[src/rtl/instruction_fetch_sequencer.sv]
// Purpose: owns the PC, fetches words from instruction memory by req/ack and issues them on Ins.
// Latency: Ins_Valid strobes one cycle after the acknowledging edge; LD/JMP/HLT add 1/2/halt bubbles.
// Backpressure: Mem_Req is held with a stable Mem_Addr until Mem_Ack; issue freezes in HALT until Resume.
module instruction_fetch_sequencer #(
  parameter int                ADDR_W   = 8,
  parameter logic [ADDR_W-1:0] RESET_PC = '0
) (
  input  logic              Clk,
  input  logic              Rst_n,
  input  logic [19:0]       Mem_Data,
  input  logic              Mem_Ack,
  input  logic              Resume,
  output logic              Mem_Req,
  output logic [ADDR_W-1:0] Mem_Addr,
  output logic [19:0]       Ins,
  output logic              Ins_Valid,
  output logic              Halted,
  output logic [ADDR_W-1:0] PC
);

  typedef enum logic [2:0] {
    ST_RST   = 3'd0,
    ST_FETCH = 3'd1,
    ST_ISSUE = 3'd2,
    ST_JB1   = 3'd3,
    ST_JB2   = 3'd4,
    ST_LB    = 3'd5,
    ST_HALT  = 3'd6
  } state_t;

  // Opcodes shared with the stage-clock generator; both ends must bubble identically.
  localparam logic [4:0]        OP_HLT = 5'b10001;
  localparam logic [4:0]        OP_LD  = 5'b10100;
  localparam logic [2:0]        OP_JMP = 3'b111;
  localparam logic [ADDR_W-1:0] PC_ONE = ADDR_W'(1);

  state_t            state, state_nxt;
  logic [ADDR_W-1:0] pc_q, pc_nxt;
  logic [19:0]       ins_q, ins_nxt;
  logic              mem_req_q, ins_vld_q, halted_q;
  logic              is_jmp, is_ld, is_hlt;
  logic [ADDR_W-1:0] pc_inc, jmp_tgt;

  // The issued word stays in ins_q through the bubbles, so the jump target is read from it.
  assign is_jmp  = (ins_q[19:17] == OP_JMP);
  assign is_ld   = (ins_q[19:15] == OP_LD);
  assign is_hlt  = (ins_q[19:15] == OP_HLT);
  assign pc_inc  = pc_q + PC_ONE;
  assign jmp_tgt = ins_q[ADDR_W-1:0];

  // Next-state, next-PC and instruction-capture decode.
  always_comb begin
    state_nxt = state;
    pc_nxt    = pc_q;
    ins_nxt   = ins_q;
    case (state)
      ST_RST: begin
        state_nxt = ST_FETCH;
      end
      ST_FETCH: begin
        if (Mem_Ack) begin
          ins_nxt   = Mem_Data;
          state_nxt = ST_ISSUE;
        end
      end
      ST_ISSUE: begin
        if (is_jmp) begin
          state_nxt = ST_JB1;
        end else if (is_hlt) begin
          state_nxt = ST_HALT;
        end else if (is_ld) begin
          state_nxt = ST_LB;
        end else begin
          state_nxt = ST_FETCH;
          pc_nxt    = pc_inc;
        end
      end
      ST_LB: begin
        state_nxt = ST_FETCH;
        pc_nxt    = pc_inc;
      end
      ST_JB1: begin
        state_nxt = ST_JB2;
      end
      ST_JB2: begin
        state_nxt = ST_FETCH;
        pc_nxt    = jmp_tgt;
      end
      ST_HALT: begin
        if (Resume) begin
          state_nxt = ST_FETCH;
          pc_nxt    = pc_inc;
        end
      end
      default: begin
        state_nxt = ST_RST;
      end
    endcase
  end

  // State, PC and Ins registers plus outputs registered from the next-state decode.
  always_ff @(posedge Clk) begin
    if (!Rst_n) begin
      state     <= ST_RST;
      pc_q      <= RESET_PC;
      ins_q     <= '0;
      mem_req_q <= 1'b0;
      ins_vld_q <= 1'b0;
      halted_q  <= 1'b0;
    end else begin
      state     <= state_nxt;
      pc_q      <= pc_nxt;
      ins_q     <= ins_nxt;
      mem_req_q <= (state_nxt == ST_FETCH);
      ins_vld_q <= (state_nxt == ST_ISSUE);
      halted_q  <= (state_nxt == ST_HALT);
    end
  end

  assign Mem_Req   = mem_req_q;
  assign Mem_Addr  = pc_q;
  assign PC        = pc_q;
  assign Ins       = ins_q;
  assign Ins_Valid = ins_vld_q;
  assign Halted    = halted_q;

endmodule

[config.mk]
export PLATFORM = sky130hd
export DESIGN_NAME = instruction_fetch_sequencer
export DESIGN_NICKNAME = d
export VERILOG_FILES = /design/src/rtl/instruction_fetch_sequencer.sv
export SDC_FILE = /design/constraint.sdc
export NUM_CORES = 1
export LEC_CHECK = 0
export CAP_MARGIN = 20
export CORE_MARGIN = 5
export CORE_UTILIZATION = 44
export CTS_CLUSTER_SIZE = 25
export DETAILED_ROUTE_END_ITERATION = 16
export GPL_TIMING_DRIVEN = 0
export PLACE_DENSITY = 0.86
export SYNTH_ARGS = -nofsm -noshare
export SYNTH_HDL_FRONTEND = slang
export SYNTH_SLANG_ARGS = --single-unit
[constraint.sdc]
create_clock -name Clk -period 2 [get_ports Clk]
set_input_delay 0.4 -clock Clk [delete_from_list [all_inputs] [get_ports Clk]]
set_output_delay 0.4 -clock Clk [all_outputs]
set_load 0.01 [all_outputs]
After elaboration in Yosys (flattened, before gate mapping)
Index checks and enable logic that the tools add are counted.
- input bits: 24
- bits in latches: 0
- output and inout port bits: 39
- register bits: 34
- memories: 0
- word-level logic and storage cells: 39
- bits in read-only memories: 0
- memory bits (writable): 0
- add/subtract/negate cells: 1
- $lt $le $gt $ge: 0
- divide/modulo/power cells: 0
- reductions and logical operators: 5
- shifts and indexed selects: 0
- multipliers: 0
- muxes and demuxes: 11
- bitwise gates (word level): 0
- eq/ne operators: 16
- operators by type and width (kind ; number):
    $mux W8 ; 4
    $pmux W8 S4 ; 1
    $eq A3 B3 Y1 const B ; 5
    $mux W3 ; 5
    $pmux W3 S5 ; 1
    $eq A5 B5 Y1 const B ; 2
    $eq A3 B2 Y1 const B ; 3
    $add A8 B1 Y8 const B ; 1
    $ne A2 B2 Y1 const B ; 4
    $eq A3 B1 Y1 const B ; 2
    $reduce_and A5 Y1 ; 1
    $reduce_bool A4 Y1 ; 1
    $logic_not A3 Y1 ; 1
    $reduce_or A3 Y1 ; 1
    $reduce_and A2 Y1 ; 1

Logic depth before layout (Yosys ltp)
Gate-level depths: netlist of run 1.
- word-level depth: 6
- mapped depth: 6
- depth with buffers taken out: 5

Worst setup path before layout of run 1
Ideal clock, no wire load.
- kind: reg-to-reg
- start: register ins_q[15] (netlist: Ins[15])
- end: register pc_q[3] (netlist: Mem_Addr[3])
- slack: 0.357 ns
- path buffers: 2
- period minus slack after synthesis: 1.643 ns
- stages on the path, launching flop included: 7
- setup time: 0.089 ns
- arrival: 1.554 ns
- path through: dfxtp_1 nor2_1 o2111a_1 buf_2 or3_1 buf_6 o32ai_2
- longest elaborated chain between the ends: 3
- elaborated cells on any way between the ends: 5
- RTL lines (element ; line ; text):
    start, declared ; 39 ; logic [19:0] ins_q, ins_nxt;
    start signal, assigned ; 113 ; ins_q <= ins_nxt;
    $eq A5 B5 Y1 (on tied branches) ; 47, 46 ;
    $ne A2 B2 Y1 (no source line) ; n/a ;
    $reduce_and A5 Y1 (no source line) * ; n/a ;
    end signal, assigned ; 112 ; pc_q <= pc_nxt;
    end, declared ; 38 ; logic [ADDR_W-1:0] pc_q, pc_nxt;
Mark *: on every way between the ends. The rest lies on a longest branch, timed or not.
A chain may end at the register's enable or synchronous reset.

Worst setup path in the final report of run 1
- start: register pc_q[3] (netlist: Mem_Addr[3])
- end: output PC[3]
- RTL lines (element ; line ; text):
    end, declared ; 18 ; output logic [ADDR_W-1:0] PC
No word-level cell between the ends.

==> results of run 1 <==
[cells in the mapped netlist, drive strengths merged, types with 2 or more instances]
master and n:
a211oi 2, a21oi 27, a31oi 2, and2 2
and3 3, buf 12, clkbuf 8, dfxtp 34
inv 3, nand2 50, nand3 4, nor2 7
nor2b 5, nor3 2, nor3b 2, nor4 12
nor4b 2, o21a 2, o21ai 4, o32ai 5
[placed cells by master, fill, tap and decap left out, types with 5 or more instances in the layout]
master	n
o32ai_2	5
nor4_1	12
nor2b_1	5
nor2_1	7
nand2_1	50
a21oi_1	27
dfxtp_1	34
clkbuf_1	7
clkdlybuf4s50_1	61
buf_4	8
clkbuf_8	6
[critical path, cell delays in order (launching register included)]
cell             delay [ps]
dfxtp_1                 490
buf_4                   160
clkdlybuf4s50_1         520
[cell type report]
cell class / instances / area [µm²] / area share (%)
repair buffers: 61 / 611 / 25.1
clock inverters: 2 / 12.5 / 0.514
plain buffers: 20 / 124 / 5.09
multi-input cells: 146 / 850 / 34.9
well taps: 48 / 60.1 / 2.47
inverters: 4 / 15.0 / 0.617
clock buffers: 6 / 82.6 / 3.39
flip-flops and latches: 34 / 681 / 28.0
[timing repair]
item	CTS	global route
resized for setup	0	2
setup endpoints to repair	0	1
hold buffers	0	0
[report_power, final]
group	switching [mW]	internal (mW)
clock	0.253	0.276
sequential	0.0256	0.703
combinational	0.0929	0.115
[path summary, 6_finish.rpt]
path	start	end	depth (start not counted)
setup / recovery	Mem_Addr[3]	PC[3]	2
hold / removal	Ins[10]	Ins[10]	2
setup reg to reg	Ins[16]	Mem_Addr[3]	6
hold reg to reg	Ins[10]	Ins[10]	2
[state kept, by name (all words and copies together) (netlist names)]
| name | cells |
|---|---|
| state | 3 |
| Mem_Addr | 8 |
| Ins_Valid | 1 |
| Ins | 20 |
| Mem_Req | 1 |
| Halted | 1 |
[logic make-up (layout without fill, tap and decap cells)]
family,count (synthesis),after routing
and+or+nand+nor,94,94
AOI/OAI and AO/OA,48,48
muxes,2,2
adders and majority gates,1,1
xor gates and xnor gates,1,1
DFF,34,34
buffers and inverters,24,93
[metrics by stage]
stage / setup slack (ps) / util [%] / power [mW] / hold WS (ps)
2_1_floorplan: 357 / - / 0.834 / 479
3_3_place_gp: 33.6 / 63.9 / 0.947 / 441
3_5_place_dp: 25.1 / 63.9 / 0.951 / 459
4_1_cts: 141 / 66.5 / 1.47 / 469
5_1_grt: 77.6 / 66.5 / 1.54 / 500
6_report: 145 / 66.5 / 1.47 / 467
[layer usage]
| layer | up-vias | GRT usage [%] |
|---|---|---|
| met2 | 65 | 26.7 |
| met1 | 765 | 20.5 |
| met3 | 7 | 6.59 |
| met5 | - | 0 |
| li1 | 845 | - |
| met4 | 0 | 5.85 |
==> flow_metrics.py, run 1 <==
metrics = {
    "outcome": {
        "status": "finished clean",
    },
    "clock_tree": {
        "numClockSinks": 34,
        "post_cts_buffers": 0,
        "clk-insertion-delay-late_ps": 290,
        "cts_max_level": 2,
        "clockBufferDepth": 2,
        "cts_buffers": 5,
        "clockRootBuffer": "clkbuf_8",
        "cts_tree": "done",
        "clk_pin_slew_worst_paths_ps": 70,
    },
    "floorplan": {
        "rows": 22,
        "start_util_pct": 45.6,
        "coreArea_um2": 3660,
        "io_pins": 63,
        "die_area_um2": 5120,
        "dieHeight_um": 71.6,
        "die_x_um": 71.6,
    },
    "route": {
        "avgRoutedWirePerCell_um": 13.3,
        "drt_iter0_drc": 110,
        "drc": 0,
        "viasPerCell": 5.24,
        "top_layer": "met4",
        "met1_length_um": 1830,
        "antenna_left": 0,
        "routed_wl_um": 4280,
        "dr_wl_met3_um": 447,
        "route.met2.wl_um": 1960,
        "detail_route.first_pass.iterations": 4,
        "num_vias": 1682,
    },
    "placement": {
        "place_inst": 313,
        "place.port_buffers": 61,
        "routabilityCongestion": 0.803,
        "place_area_um2": 2340,
        "dp_hpwl_um": 3170,
    },
    "synth": {
        "synth-seq-cells": 34,
        "synthMuxAreaShare_pct": 1.28,
        "synth_edf_count": 0,
        "synth_top_family_by_area": "simple AND/OR/NAND/NOR gates",
        "synth_compound_area_share_pct": 20.5,
        "yosys-top-cells-area": "dfxtp_1 41%, nand2_1 11%, a21oi_1 8.1%, o32ai_2 4.9%, nor4_1 4.5%",
        "synthCells": 204,
        "synth.distinct_cells": 42,
        "synth_top_area_cell": "dfxtp_1",
        "yosys.area_share.xor_xnor_pct": 0.525,
        "synth-async-reset-ratio_pct": 0,
        "synth_top_cell_area_share_pct": 40.8,
        "synth-adder-area-share_pct": 0.750,
        "synth_warnings": 0,
        "syn_area_per_cell_um2": 8.18,
        "yosysSeqAreaShare_pct": 40.8,
        "syn_area_um2": 1670,
        "synthSimpleGateAreaFrac_pct": 27.9,
        "syn_nets": 229,
        "synth_ff_type": "dfxtp_1",
    },
    "worst_setup_path": {
        "cp-end-kind": "output port",
        "path_class": "register to output port",
        "cp-start-kind": "register",
        "arrival_ps": 1460,
        "cp.required_ps": 1600,
        "r2r_slack_ps": 250,
        "crit_fanout": 9,
    },
    "power": {
        "vdd_drop_max_mv": 0.502,
        "p_leak_nw": 0.847,
        "power_density_nw_per_um2": 602,
    },
    "sta": {
        "fin_tns_setup_ps": 0,
        "skew_ps": 7.95,
        "hold_viol_final": 0,
        "fmax_mhz": 539,
        "min_period_ps": 1860,
        "rsz0062_at_grt": "false",
        "setup-violations-final": 0,
        "drv_slew": 0,
        "relSlewSlack_pct": 60.6,
        "timing.final.crit_share_pct": 92.8,
        "max_slew.worst_pin.slew_ps": 585,
    },
    "final_layout": {
        "fin_nets": 297,
        "diodes": 0,
        "finalInstanceArea_um2": 2430,
        "area_delta_synth_final_pct": 46.0,
        "nFillCells": 305,
        "drive_gt1_share_pct": 11.7,
        "fin_cells": 321,
    },
    "global_routing": {
        "grt_usage_pct": 16.7,
        "antenna_found_initial": 0,
        "grt_pass1_vias": 1585,
        "grt_pass1_wl_um": 6960,
        "grt_max_degree": 12,
        "grt-ovfl-total": 0,
    },
    "worst_hold_path": {
        "min-delay-path-class": "register to register",
    },
    "flow_run": {
        "maxCapViolCount": 0,
    },
}
(Power assumes the default switching activity.)
==> inputs of run 2 (changes only) <==
--- a/config.mk
+++ b/config.mk
@@ -7,11 +7,12 @@
 export LEC_CHECK = 0
 export CAP_MARGIN = 20
 export CORE_MARGIN = 5
-export CORE_UTILIZATION = 44
+export CORE_UTILIZATION = 37
 export CTS_CLUSTER_SIZE = 25
 export DETAILED_ROUTE_END_ITERATION = 16
 export GPL_TIMING_DRIVEN = 0
-export PLACE_DENSITY = 0.86
+export PLACE_DENSITY = 0.69
+export RECOVER_POWER = 100
 export SYNTH_ARGS = -nofsm -noshare
 export SYNTH_HDL_FRONTEND = slang
 export SYNTH_SLANG_ARGS = --single-unit
==> run 2 against run 1 <==
- first-iteration DRC count grew 22%
- total power shrank 1.7%
- non-clock buffer count unchanged
- clock skew is 3.0 ps lower
- via count down 3.3%
- combinational power is 6% lower
- worst hold slack lost 17 ps
- sequential cell count unchanged
- routed wire length grew 0.89%
- register-to-register slack got worse by 40 ps
- critical path type unchanged
- highest routed layer unchanged
==> flow_metrics.py, run 2 (synthesized netlist as in run 1, its figures left out) <==
metrics = {
    "sta": {
        "timing.final.crit_share_pct": 94.2,
        "rsz0062_at_grt": "false",
        "skew_ps": 4.95,
        "setup-violations-final": 0,
        "fmax_mhz": 531,
        "relSlewSlack_pct": 62.1,
        "drv_slew": 0,
        "max_slew.worst_pin.slew_ps": 562,
        "hold_viol_final": 0,
        "min_period_ps": 1880,
        "fin_tns_setup_ps": 0,
        "holdWs_ps": 450,
    },
    "placement": {
        "routabilityCongestion": 0.862,
        "place.port_buffers": 61,
        "dp_hpwl_um": 3150,
        "place_inst": 317,
    },
    "route": {
        "routed_wl_um": 4320,
        "avgRoutedWirePerCell_um": 13.3,
        "drt_iter0_drc": 134,
        "num_vias": 1626,
        "antenna_left": 0,
        "viasPerCell": 5.00,
        "drc": 0,
        "detail_route.first_pass.iterations": 7,
    },
    "power": {
        "power.switching_mw": 0.355,
        "p_int_mw": 1.09,
        "vdd_drop_max_mv": 0.495,
        "power_density_nw_per_um2": 602,
        "sw_frac_of_total_pct": 24.6,
        "p_leak_nw": 0.948,
        "p_seq_share_pct": 50.5,
        "pwr-share-comb_pct": 13.5,
        "report.power.total_mw": 1.44,
        "clkPwrFrac_pct": 36.0,
    },
    "clock_tree": {
        "clockBufferDepth": 2,
        "cts_buffers": 5,
        "clk-insertion-delay-late_ps": 280,
        "cts_hold_buf": 0,
        "cts_max_level": 2,
        "clockRootBuffer": "clkbuf_8",
        "numClockSinks": 34,
        "cts_tree": "done",
        "clk_pin_slew_worst_paths_ps": 70,
    },
    "final_layout": {
        "multi_input_area_um2": 807,
        "largest_reg_flops": 20,
        "final_common_cell": "nand2_1",
        "area_delta_synth_final_pct": 43.5,
        "diodes": 0,
        "fin_cells": 325,
        "seq_area_um2": 681,
        "finish.utilization_pct": 55.0,
        "fin_nets": 297,
        "mostFrequentLayoutCells": "50 x nand2_1, 38 x dlygate4sd3_1, 34 x dfxtp_1",
        "nFillCells": 452,
        "drive_gt1_share_pct": 9.16,
    },
    "worst_hold_path": {
        "min-delay-path-class": "register to register",
    },
    "floorplan": {
        "dieHeight_um": 77.1,
        "die_area_um2": 5950,
        "rows": 24,
        "die_x_um": 77.1,
        "start_util_pct": 38.3,
        "coreArea_um2": 4350,
        "io_pins": 63,
    },
    "worst_setup_path": {
        "cp-end-kind": "output port",
        "crit_chain": "buf_4, clkdlybuf4s50_1",
        "cp-start-kind": "register",
        "arrival_ps": 1480,
        "crit_path_end": "PC[4]",
        "r2r_slack_ps": 210,
        "timing.rr.end": "Mem_Addr[3]",
        "reg2reg_from": "state[2]",
        "path_class": "register to output port",
        "cp.required_ps": 1600,
        "startpoint": "Mem_Addr[4]",
        "crit_fanout": 9,
        "cp_slowest_cell": "clkdlybuf4s50_1",
        "cpPeakStageDelay_ps": 520,
        "reg2regPathDepth": 6,
    },
    "global_routing": {
        "grt_pass1_vias": 1545,
        "grt_pass1_wl_um": 7130,
        "grt_usage_pct": 14.7,
        "grt-ovfl-total": 0,
        "grt_max_degree": 11,
        "antenna_found_initial": 0,
    },
    "flow_run": {
        "maxCapViolCount": 0,
    },
    "outcome": {
        "status": "finished clean",
    },
}
run 2: metal layers:
layer  wire (µm)  GRT usage [%]  up-vias
met5           0              0        -
met4          60           4.98        0
met3         366           6.09        8
met2        1940           22.6       60
met1        1950           18.4      717
li1            -              -      841
run 2: how the worst min path moves through the flow:
stage | startpoint | to | slack, ps | depth (start not counted)
6_report | Ins[12] | Ins[12] | 450 | 2
5_1_grt | Ins[14] | Ins[14] | 480 | 2
4_1_cts | Ins[12] | Ins[12] | 450 | 2
3_5_place_dp | Ins[12] | Ins[12] | 450 | 2
3_3_place_gp | Ins[10] | Ins[10] | 440 | 2
2_1_floorplan | state[1] | state[2] | 480 | 2
run 2: power by group through the flow:
| stage | combinational, mW | sequential (mW) | clock [mW] |
|---|---|---|---|
| global route | 0.216 | 0.731 | 0.577 |
| detailed placement | 0.209 | 0.744 | 0 |
| floorplan | 0.0849 | 0.749 | 0 |
| finish | 0.195 | 0.727 | 0.519 |
| global placement | 0.207 | 0.743 | 0 |
| CTS | 0.210 | 0.728 | 0.538 |
run 2: final cells by class:
class                      instances  area share, %
multi-input combinational        146           33.7
inverter                           4          0.627
clock buffer                       7           3.61
clock inverter                     1          0.209
buffer                            20           5.18
sequential                        34           28.4
timing repair buffer              61           25.5
tap                               52           2.72
run 2: what timing repair did:
item | 4_1_cts | 5_1_grt
setup buffers | 0 | 0
setup endpoints to repair | 0 | 1
gates resized for setup | 0 | 2
run 2: per-stage QoR:
step	instance area, µm²	setup WS, ps
2_1_floorplan	1670	357
3_3_place_gp	2340	10.5
3_5_place_dp	2340	-9.79
4_1_cts	2430	112
5_1_grt	2390	38.5
6_report	2390	116
run 2: critical path, delay by kind of cell, from the launching register on:
| family | cells | cell delay [ps] |
|---|---|---|
| flops | 1 | 510 |
| buf+inv | 2 | 690 |
==> inputs of run 3 (changes only) <==
--- a/config.mk
+++ b/config.mk
@@ -13,6 +13,8 @@
 export GPL_TIMING_DRIVEN = 0
 export PLACE_DENSITY = 0.69
 export RECOVER_POWER = 100
+export SKIP_CTS_REPAIR_TIMING = 1
+export SLEW_MARGIN = 15
 export SYNTH_ARGS = -nofsm -noshare
 export SYNTH_HDL_FRONTEND = slang
 export SYNTH_SLANG_ARGS = --single-unit
==> results of run 3 <==
No change in the layout: final DEF, timing and power equal those of run 2.
